===== src/rtl/blink_pkg.sv =====
// Shared constants for the Blink RTC block: I/O port addresses,
// status bit positions and the status-width helper.
package blink_pkg;

  // I/O port addresses (Z80 A7..A0)
  localparam logic [7:0] A_TACK = 8'hB4;  // write: clear status bits
  localparam logic [7:0] A_TMK  = 8'hB5;  // write: mask, read: status
  localparam logic [7:0] A_TIM0 = 8'hD0;  // read: tim0, captures snapshot
  localparam logic [7:0] A_SNP1 = 8'hD1;  // read: snapshot tim1
  localparam logic [7:0] A_SNP2 = 8'hD2;  // read: snapshot timm[7:0]
  localparam logic [7:0] A_SNP3 = 8'hD3;  // read: snapshot timm[15:8]
  localparam logic [7:0] A_SNP4 = 8'hD4;  // read: snapshot timm[TM_W-1:16]
  localparam logic [7:0] A_ALM  = 8'hE0;  // alarm k low byte at E0+2k, high at E1+2k

  // Status bit positions
  localparam int ST_TICK = 0;
  localparam int ST_SEC  = 1;
  localparam int ST_MIN  = 2;
  localparam int ST_ALM0 = 3;

  // Status vector width for a given number of alarm channels
  function automatic int ns_width(input int n_alarm);
    return ST_ALM0 + n_alarm;
  endfunction

endpackage


===== src/rtl/blink_rtc_counter.sv =====
// Prescaler and tim0/tim1/timm counter cascade. Pulses are combinational
// from the current counts so that the wrap and the status set share an edge.
module blink_rtc_counter #(
  parameter int TICK_DIV = 49152,
  parameter int T0_MOD   = 200,
  parameter int T1_MOD   = 60,
  parameter int TM_W     = 21
) (
  input  logic            i_mck,
  input  logic            i_rin,
  input  logic            i_hold,
  output logic [7:0]      o_tim0,
  output logic [5:0]      o_tim1,
  output logic [TM_W-1:0] o_timm,
  output logic            o_tick,
  output logic            o_sec,
  output logic            o_min
);

  localparam int TW = $clog2(TICK_DIV);

  logic [TW-1:0]   r_tck;
  logic [7:0]      r_tim0;
  logic [5:0]      r_tim1;
  logic [TM_W-1:0] r_timm;

  // Carries ripple combinationally; a held counter produces no pulses
  assign o_tick = ~i_hold & (r_tck == TW'(TICK_DIV - 1));
  assign o_sec  = o_tick & (r_tim0 == 8'(T0_MOD - 1));
  assign o_min  = o_sec & (r_tim1 == 6'(T1_MOD - 1));

  assign o_tim0 = r_tim0;
  assign o_tim1 = r_tim1;
  assign o_timm = r_timm;

  // Prescaler and cascade; all carries land on the same edge
  always_ff @(posedge i_mck) begin
    if (i_rin || i_hold) begin
      r_tck  <= '0;
      r_tim0 <= 8'h00;
      r_tim1 <= 6'h00;
      r_timm <= '0;
    end else begin
      r_tck <= o_tick ? '0 : r_tck + TW'(1);
      if (o_tick) begin
        r_tim0 <= o_sec ? 8'h00 : r_tim0 + 8'h01;
      end
      if (o_sec) begin
        r_tim1 <= o_min ? 6'h00 : r_tim1 + 6'h01;
      end
      if (o_min) begin
        r_timm <= r_timm + TM_W'(1);
      end
    end
  end

endmodule


===== src/rtl/blink_rtc.sv =====
// Blink RTC: counter cascade, sticky status with mask, minute alarms,
// coherent snapshot of {tim1,timm} on tim0 reads, registered read port.
module blink_rtc import blink_pkg::*; #(
  parameter int TICK_DIV = 49152,
  parameter int T0_MOD   = 200,
  parameter int T1_MOD   = 60,
  parameter int TM_W     = 21,
  parameter int N_ALARM  = 2,
  localparam int NS      = ns_width(N_ALARM)
) (
  input  logic          mck,
  input  logic          rin,
  input  logic          rtc_rst,
  input  logic          io_wr,
  input  logic          io_rd,
  input  logic [7:0]    io_addr,
  input  logic [7:0]    io_wdata,
  output logic [7:0]    io_rdata,
  output logic [NS-1:0] tsta,
  output logic          rtc_int
);

  // At least one alarm slot so the arrays stay legal when N_ALARM is 0
  localparam int NA = (N_ALARM > 0) ? N_ALARM : 1;

  logic [7:0]      w_tim0;
  logic [5:0]      w_tim1;
  logic [TM_W-1:0] w_timm;
  logic            w_tick, w_sec, w_min;
  logic [15:0]     w_timm_new;

  logic [NS-1:0]   r_tsta, r_tmk, w_set, w_clr;
  logic [15:0]     r_alm [NA];
  logic [5:0]      r_snap_tim1;
  logic [TM_W-1:0] r_snap_timm;
  logic [7:0]      r_rdata;

  logic [NA-1:0]   w_lo_sel, w_hi_sel;
  logic            w_rd_hit;
  logic [7:0]      w_rd_data;

  blink_rtc_counter #(
    .TICK_DIV (TICK_DIV),
    .T0_MOD   (T0_MOD),
    .T1_MOD   (T1_MOD),
    .TM_W     (TM_W)
  ) u_counter (
    .i_mck  (mck),
    .i_rin  (rin),
    .i_hold (rtc_rst),
    .o_tim0 (w_tim0),
    .o_tim1 (w_tim1),
    .o_timm (w_timm),
    .o_tick (w_tick),
    .o_sec  (w_sec),
    .o_min  (w_min)
  );

  // Alarms compare against the minute value the pulse is about to load
  assign w_timm_new = 16'(w_timm + TM_W'(1));

  // Only implemented channels decode; higher alarm addresses stay unmapped
  for (genvar k = 0; k < NA; k++) begin : g_alm_sel
    assign w_lo_sel[k] = (k < N_ALARM) && (io_addr == A_ALM + 8'(2 * k));
    assign w_hi_sel[k] = (k < N_ALARM) && (io_addr == A_ALM + 8'(2 * k + 1));
  end

  assign w_clr    = (io_wr && (io_addr == A_TACK)) ? io_wdata[NS-1:0] : '0;
  assign tsta     = r_tsta;
  assign rtc_int  = |(r_tsta & r_tmk);
  assign io_rdata = r_rdata;

  // Status set sources for this edge
  always_comb begin
    w_set          = '0;
    w_set[ST_TICK] = w_tick;
    w_set[ST_SEC]  = w_sec;
    w_set[ST_MIN]  = w_min;
    for (int k = 0; k < N_ALARM; k++) begin
      w_set[ST_ALM0 + k] = w_min & (w_timm_new == r_alm[k]);
    end
  end

  // Read data selection; w_rd_hit low means the address is unmapped
  always_comb begin
    w_rd_hit  = 1'b1;
    w_rd_data = 8'h00;
    case (io_addr)
      A_TMK:   w_rd_data = 8'(r_tsta);
      A_TIM0:  w_rd_data = w_tim0;
      A_SNP1:  w_rd_data = {2'b00, r_snap_tim1};
      A_SNP2:  w_rd_data = r_snap_timm[7:0];
      A_SNP3:  w_rd_data = r_snap_timm[15:8];
      A_SNP4:  w_rd_data = 8'(r_snap_timm[TM_W-1:16]);
      default: begin
        w_rd_hit = (|w_lo_sel) | (|w_hi_sel);
        for (int k = 0; k < NA; k++) begin
          w_rd_data = w_rd_data | ({8{w_lo_sel[k]}} & r_alm[k][7:0])
                                | ({8{w_hi_sel[k]}} & r_alm[k][15:8]);
        end
      end
    endcase
  end

  // Sticky status: a set in the same cycle as a clear wins
  always_ff @(posedge mck) begin
    if (rin) begin
      r_tsta <= '0;
    end else begin
      r_tsta <= (r_tsta & ~w_clr) | w_set;
    end
  end

  // Interrupt mask and alarm compare registers
  always_ff @(posedge mck) begin
    if (rin) begin
      r_tmk <= '0;
      for (int k = 0; k < NA; k++) begin
        r_alm[k] <= 16'h0000;
      end
    end else begin
      if (io_wr && (io_addr == A_TMK)) begin
        r_tmk <= io_wdata[NS-1:0];
      end
      for (int k = 0; k < NA; k++) begin
        if (io_wr && w_lo_sel[k]) begin
          r_alm[k][7:0] <= io_wdata;
        end
        if (io_wr && w_hi_sel[k]) begin
          r_alm[k][15:8] <= io_wdata;
        end
      end
    end
  end

  // Registered read port and snapshot captured alongside tim0
  always_ff @(posedge mck) begin
    if (rin) begin
      r_rdata     <= 8'h00;
      r_snap_tim1 <= 6'h00;
      r_snap_timm <= '0;
    end else begin
      if (io_rd && w_rd_hit) begin
        r_rdata <= w_rd_data;
      end
      if (io_rd && (io_addr == A_TIM0)) begin
        r_snap_tim1 <= w_tim1;
        r_snap_timm <= w_timm;
      end
    end
  end

endmodule

===== config.mk =====
export PLATFORM = sky130hd
export DESIGN_NAME = blink_rtc
export DESIGN_NICKNAME = d
export VERILOG_FILES = /design/src/rtl/blink_pkg.sv /design/src/rtl/blink_rtc_counter.sv /design/src/rtl/blink_rtc.sv
export SDC_FILE = /design/constraint.sdc
export NUM_CORES = 1
export LEC_CHECK = 0
export ABC_CLOCK_PERIOD_IN_PS = 2700
export CAP_MARGIN = 10
export CORE_UTILIZATION = 60
export CTS_CLUSTER_SIZE = 16
export DETAILED_ROUTE_END_ITERATION = 12
export GPL_TIMING_DRIVEN = 1
export PLACE_DENSITY = 0.85
export SLEW_MARGIN = 20
export SYNTH_ARGS = -nofsm -noshare
export SYNTH_HDL_FRONTEND = slang
export SYNTH_SLANG_ARGS = --single-unit

===== constraint.sdc =====
create_clock -name mck -period 2.7 [get_ports mck]
set_input_delay 0.405 -clock mck [delete_from_list [all_inputs] [get_ports mck]]
set_output_delay 0.405 -clock mck [all_outputs]
set_load 0.05 [all_outputs]

* After elaboration in Yosys (flattened, before gate mapping)
Memories as Yosys holds them, arrays and structs flattened.
Cells that the tools add are included.
** Operators by class
- Add/sub/neg operators :: 4
- Eq/ne operators :: 16
- Muxes and demuxes :: 23
- Bitwise operators :: 22
- Reductions and logical operators :: 14
** Operator list (count)
- $eq A8 B8 Y1 const B :: 12
- $pmux W8 S6 :: 1
- $mux W8 :: 5
- $and A8 B8 Y8 :: 4
- $eq A16 B16 Y1 :: 2
- $or A8 B8 Y8 :: 3
- $add A21 B1 Y21 const B :: 1
- $add A16 B1 Y16 const B :: 1
- $eq A16 B16 Y1 const B :: 1
- $mux W1 :: 15
- $and A5 B5 Y5 :: 2
- $add A8 B1 Y8 const B :: 1
- $logic_and A1 B1 Y1 :: 8
- $add A6 B1 Y6 const B :: 1
- $eq A6 B6 Y1 const B :: 1
- $mux W6 :: 1
- $reduce_or A2 Y1 :: 3
- $reduce_or A6 Y1 :: 1
- $and A1 B1 Y1 :: 5
- $mux W5 :: 1
- $not A5 Y5 :: 1
- $or A1 B1 Y1 :: 5
- $or A5 B5 Y5 :: 1
- $reduce_or A5 Y1 :: 1
- 2 further kinds :: 2
** Storage, ports and cells
- Register bits after elaboration :: 96
- Memory bits (writable) :: 32
- Output and inout port bits :: 14
- Word-level logic and storage cells :: 89
- Memories kept :: 1
** Memories
- r_alm :: words 2, bits a word 16, rd ports 2, clocked after memory_dff 0, write ports 2, RTL line blink_rtc.sv:33 : logic [15:0] r_alm [NA];

* Logic depth before layout (Yosys ltp)
Gate-level depths: netlist (run 1).
- Depth in word-level cells :: 6
- Gate-level depth with buffers :: 9
- Gate-level depth less buffers :: 7

* Cells and area by module
A second synthesis (run 1) with hierarchy kept.
** Second synthesis, totals
- Cells, all modules :: 746
- Area total of the unflattened synthesis :: 6716.4 um^2
** By module, submodules not included
- blink_rtc :: times used 1, cells an instance 468, area an instance 4315.4 um^2, seq. area each 1861.8 um^2
- blink_rtc_counter :: times used 1, cells an instance 278, area an instance 2401.1 um^2, seq. area each 1021.0 um^2

* Worst setup path after synthesis (run 1)
OpenSTA, ideal clock, no wires.
- Path kind :: in2reg
- Start :: input port io_addr[1]
- End :: memory r_alm[0][0] (data pin)
- Library setup time :: 0.142 ns
- Arrival time :: 2.054 ns
- Required time :: 2.558 ns
- Path slack :: 0.504 ns
- Cell stages on the path :: 6
- Path through :: buf_2 -> or3b_2 -> nor3_2 -> a21oi_1 -> nor3b_1 -> and2_1
** RTL lines
- start, declared :: RTL line blink_rtc.sv:16 : input logic [7:0] io_addr,
- end, declared :: RTL line blink_rtc.sv:33

* Worst setup path in the final report (run 1)
- Start :: register u_counter.r_tim0[6], in the netlist u_counter.o_tim0[6]
- End :: register u_counter.r_timm[19], in the netlist u_counter.o_timm[19]
** On the way
- Word-level cells in the longest chain between the ends :: 3
** RTL lines
- start, declared :: RTL line blink_rtc_counter.sv:23 : logic [7:0] r_tim0;
- start signal, assigned :: RTL line blink_rtc_counter.sv:46 : r_tim0 <= o_sec ? 8'h00 : r_tim0 + 8'h01;
- $eq A8 B8 Y1 :: RTL line blink_rtc_counter.sv:29 : assign o_sec = o_tick & (r_tim0 == 8'(T0_MOD - 1));
- $and A1 B1 Y1 :: RTL line blink_rtc_counter.sv:29
- $and A1 B1 Y1 :: RTL line blink_rtc_counter.sv:30 : assign o_min = o_sec & (r_tim1 == 6'(T1_MOD - 1));
- end signal, assigned :: RTL line blink_rtc_counter.sv:52 : r_timm <= r_timm + TM_W'(1);
- end, declared :: RTL line blink_rtc_counter.sv:25 : logic [TM_W-1:0] r_timm;
Every way passes these cells.
A chain may end at the register's enable or synchronous reset.

==> results of run 1 <==
-- cell usage in the layout, fill, tap and decap left out, types with 9 or more instances in the layout --
master	count
a211oi_1	9
a21oi_1	58
a22oi_1	13
and2_1	22
and3_1	14
buf_4	34
clkbuf_16	16
clkdlybuf4s50_1	33
dfxtp_1	96
edfxtp_1	32
inv_1	12
mux2i_1	9
nand2_1	96
nand3_1	25
nand3b_1	9
nand4_1	15
nor2_1	65
nor3_1	16
o21ai_0	17
or3_1	16
xnor2_1	34
xor2_1	35
-- worst paths after layout --
kind | start | to | cells after the start
worst max register to register | u_counter.o_tim0[6] | u_counter.o_timm[19] | 7
worst min register to register | r_snap_tim1[1] | r_snap_tim1[1] | 2
worst min-delay path | rin | tsta[0] | 2
worst max-delay path | u_counter.o_tim0[6] | u_counter.o_timm[19] | 7
-- per-stage QoR --
| step | util [%] | hold WS [ns] | cell area (um2) |
|---|---|---|---|
| floorplan | - | 0.426 | 6650 |
| global placement | 67.3 | 0.438 | 7260 |
| detailed placement | 67.3 | 0.449 | 7260 |
| CTS | 72.5 | 0.362 | 7830 |
| global route | 72.5 | 0.387 | 7830 |
| finish | 72.5 | 0.377 | 7830 |
-- cell usage after synthesis, drive strengths merged (3+ instances only) --
library cell,count
or3,16
nor3,17
mux2,3
nand4b,3
a31oi,3
nor2b,4
dfxtp,96
a31o,3
a32oi,4
clkbuf,31
and3,14
nand4,17
mux2i,9
nor2,65
nand2b,8
a32o,3
o22ai,3
inv,12
buf,17
xnor2,34
nand3b,9
xor2,35
nor3b,4
a311oi,4
edfxtp,32
or2,5
ha,5
a222oi,4
a211oi,9
nand3,25
and4b,3
nand2,96
o21ai,18
a221oi,4
a21o,3
and2,22
a22oi,13
nor4,7
a21oi,58
and4,4
-- registers in the layout (all words and copies together), names as in the netlist --
signal	count
r_snap_timm	21
u_counter.o_tim1	6
tsta	5
u_counter.o_tim0	8
u_counter.o_timm	21
r_alm	32
io_rdata	8
r_snap_tim1	6
r_tmk	5
u_counter.r_tck	16
-- power groups by stage --
stage	Combinational, uW	Sequential (uW)	Clock, uW
after floorplan	104	2060	0
after detailed placement	193	2080	0
after global placement	190	2080	0
after CTS	196	2030	2250
final	199	2040	2250
after global routing	213	2040	2350
-- cells by family after synthesis --
group                      synth area share (%)
and+or+nand+nor                            25.9
AOI/OAI and AO/OA                          14.1
DFF                                        43.4
xor gates and xnor gates                   9.45
buffers and inverters                      3.90
muxes                                      2.26
adders and majority gates                 0.941
-- routing by layer --
metal  global-route usage (%)  vias up  share of wire (%)
met5                        0        -                  0
met4                     20.2        0                5.1
met3                     10.4       81                9.4
met2                     59.8      357                 48
met1                     45.2     2897                 38
li1                         -     2767                  -
-- area by class of cell --
class                      count  area [um2]  share of cell area, %
clock buffer                  18         418                   5.34
clock inverter                14         153                   1.95
inverter                      12        45.0                  0.575
multi-input combinational    559        3500                   44.8
sequential                   128        2880                   36.8
tap                          140         175                   2.24
timing repair buffer          71         651                   8.31
-- worst max-delay path, delay by kind of cell (launching register included) --
family                 cells  cell delay (ns)
XOR/XNOR                   1             0.15
buffers and inverters      1             0.20
flip-flops                 1             0.45
AND/OR/NAND/NOR            5             1.71
==> impl_metrics.csv, run 1 <==
group,metric,value,unit
synthesis,ys_top_cells_by_area,"dfxtp_1 (29%), edfxtp_1 (14%), nand2_1 (5.4%)",
floorplanning,core,10800,um2
global_route,grt_pass1_wl,31.7,mm
final_layout,antenna_cells,0,
worst_setup_path,cp-end-kind,"flop",
worst_setup_path,arrival,3.05,ns
place,placed_cells,910,
floorplanning,design.portCount,35,
power_and_ir_drop,powerDensity,573,nW/um2
detailed_routing,postRouteWirelength,20.1,mm
synthesis,ys.flop_type,"dfxtp_1",
worst_setup_path,slowest_delay,0.53,ns
timing,rsz0062_at_grt,"false",
global_route,first_global_vias,5839,
timing,worst_slack,0.0612,ns
place,numPortBuffers,34,
timing,final.period_utilization,97.7,%
timing,slew_headroom,53.8,%
timing,worstMarginPinSlew,0.686,ns
cts,cts_resized,0,
timing,max_freq,379,MHz
worst_setup_path,worstSetupPathType,"flop to flop",
synthesis,synth_top_cell_area_share,28.9,%
place,place_ws,0.0658,ns
worst_setup_path,cp_max_fo,5,
cts,clkTransAtPathRegs,0.06,ns
detailed_routing,drt_iter0_markers,769,
floorplanning,die_area,11500,um2
detailed_routing,drc_errors,1,
timing,finalMaxSlewViolations,0,
run_status,violations,"design-rule violations",
cts,cts_inserted_buffers,17,
cts,hold_buffers,0,
synthesis,yosysSeqAreaShare,43.4,%
power_and_ir_drop,clockPowerShare,50.1,%
synthesis,syn_nets,773,
synthesis,synth.cell_area,6650,um2
worst_setup_path,critPathLaunchType,"flop",
synthesis,synth_top_cell_by_area,"dfxtp_1",
floorplanning,die_w,107,um
detailed_routing,vias_per_cell,6.48,
final_layout,instances_no_fill,942,
detailed_routing,dr.pass1.iters,9,
global_route,grtUsageTotal,37.2,%
place,hpwlAfterDp,14.5,mm
timing,setup_violations,0,
worst_setup_path,path_cells,"or4b_4 > nor4_1 > buf_4 > nand4b_1 > or3_1 > xor2_1 > nor2_1",
detailed_routing,postRouteAntennaNets,0,
power_and_ir_drop,sequentialPowerShare,45.5,%
timing,hold_viol,0,
cts,post_cts_buffers,0,
worst_setup_path,r2r_setup_slack,0.06,ns
synthesis,synth_cells,747,
run_status,status,"finished, violations left",
final_layout,drive_gt1_share,11.2,%
timing,finClkSkew,0.00889,ns
cts,cts_tree,"yes",
final_layout,nets,815,
power_and_ir_drop,peakVddDrop,0.747,mV
timing,finalCriticalPeriod,2.64,ns
timing,tns,0,ns
synthesis,async_reset_ff_share,0,%
cts,cts_sinks,128,
worst_hold_path,min_path_type,"input port to flop",
floorplanning,die_y,107,um
detailed_routing,avgRoutedWirePerCell,21.4,um
detailed_routing,vias,6102,
worst_setup_path,cp_slowest_cell,"or4b_4",
power_and_ir_drop,combPwrFrac,4.4,%
power_and_ir_drop,cellLeakagePower,0.00272,uW
floorplanning,initial_core_util,61.6,%
global_route,overflow,0,
global_route,antenna_found_initial,0,
power_and_ir_drop,sw_frac_of_total,24.1,%
synthesis,synth_seq_cells,128,
synthesis,synth-edff-count,32,
worst_setup_path,cp_data_required_time,3.11,ns
final_layout,nFillCells,792,
power_and_ir_drop,p_int,3400,uW
flow_run,drv_cap,0,
synthesis,synth_cell_type_count,69,
synthesis,post_synth.cell_area_avg,8.90,um2
final_layout,area_delta_synth_final,17.8,%
floorplanning,num_rows,38,
power_and_ir_drop,switchingPower,1080,uW
cts,clk_latency,0.54,ns
global_route,grt_max_degree,35,
cts,cts_root_buffer,"clkbuf_8",
synthesis,ys_warn_count,0,
cts,htree_levels,4,
power_and_ir_drop,fin_total_pwr,4480,uW
place,gp_congestion,0.975,
cts,cts_max_path_buffers,2,
Note: power is estimated with default switching activity, not from simulation.
==> inputs of run 2 (changes only) <==
--- a/config.mk
+++ b/config.mk
@@ -16,3 +16,4 @@
 export SYNTH_ARGS = -nofsm -noshare
 export SYNTH_HDL_FRONTEND = slang
 export SYNTH_SLANG_ARGS = --single-unit
+export TNS_END_PERCENT = 5
==> results of run 2 <==
Same layout as run 1: the final DEF is identical, and so are final timing and power.
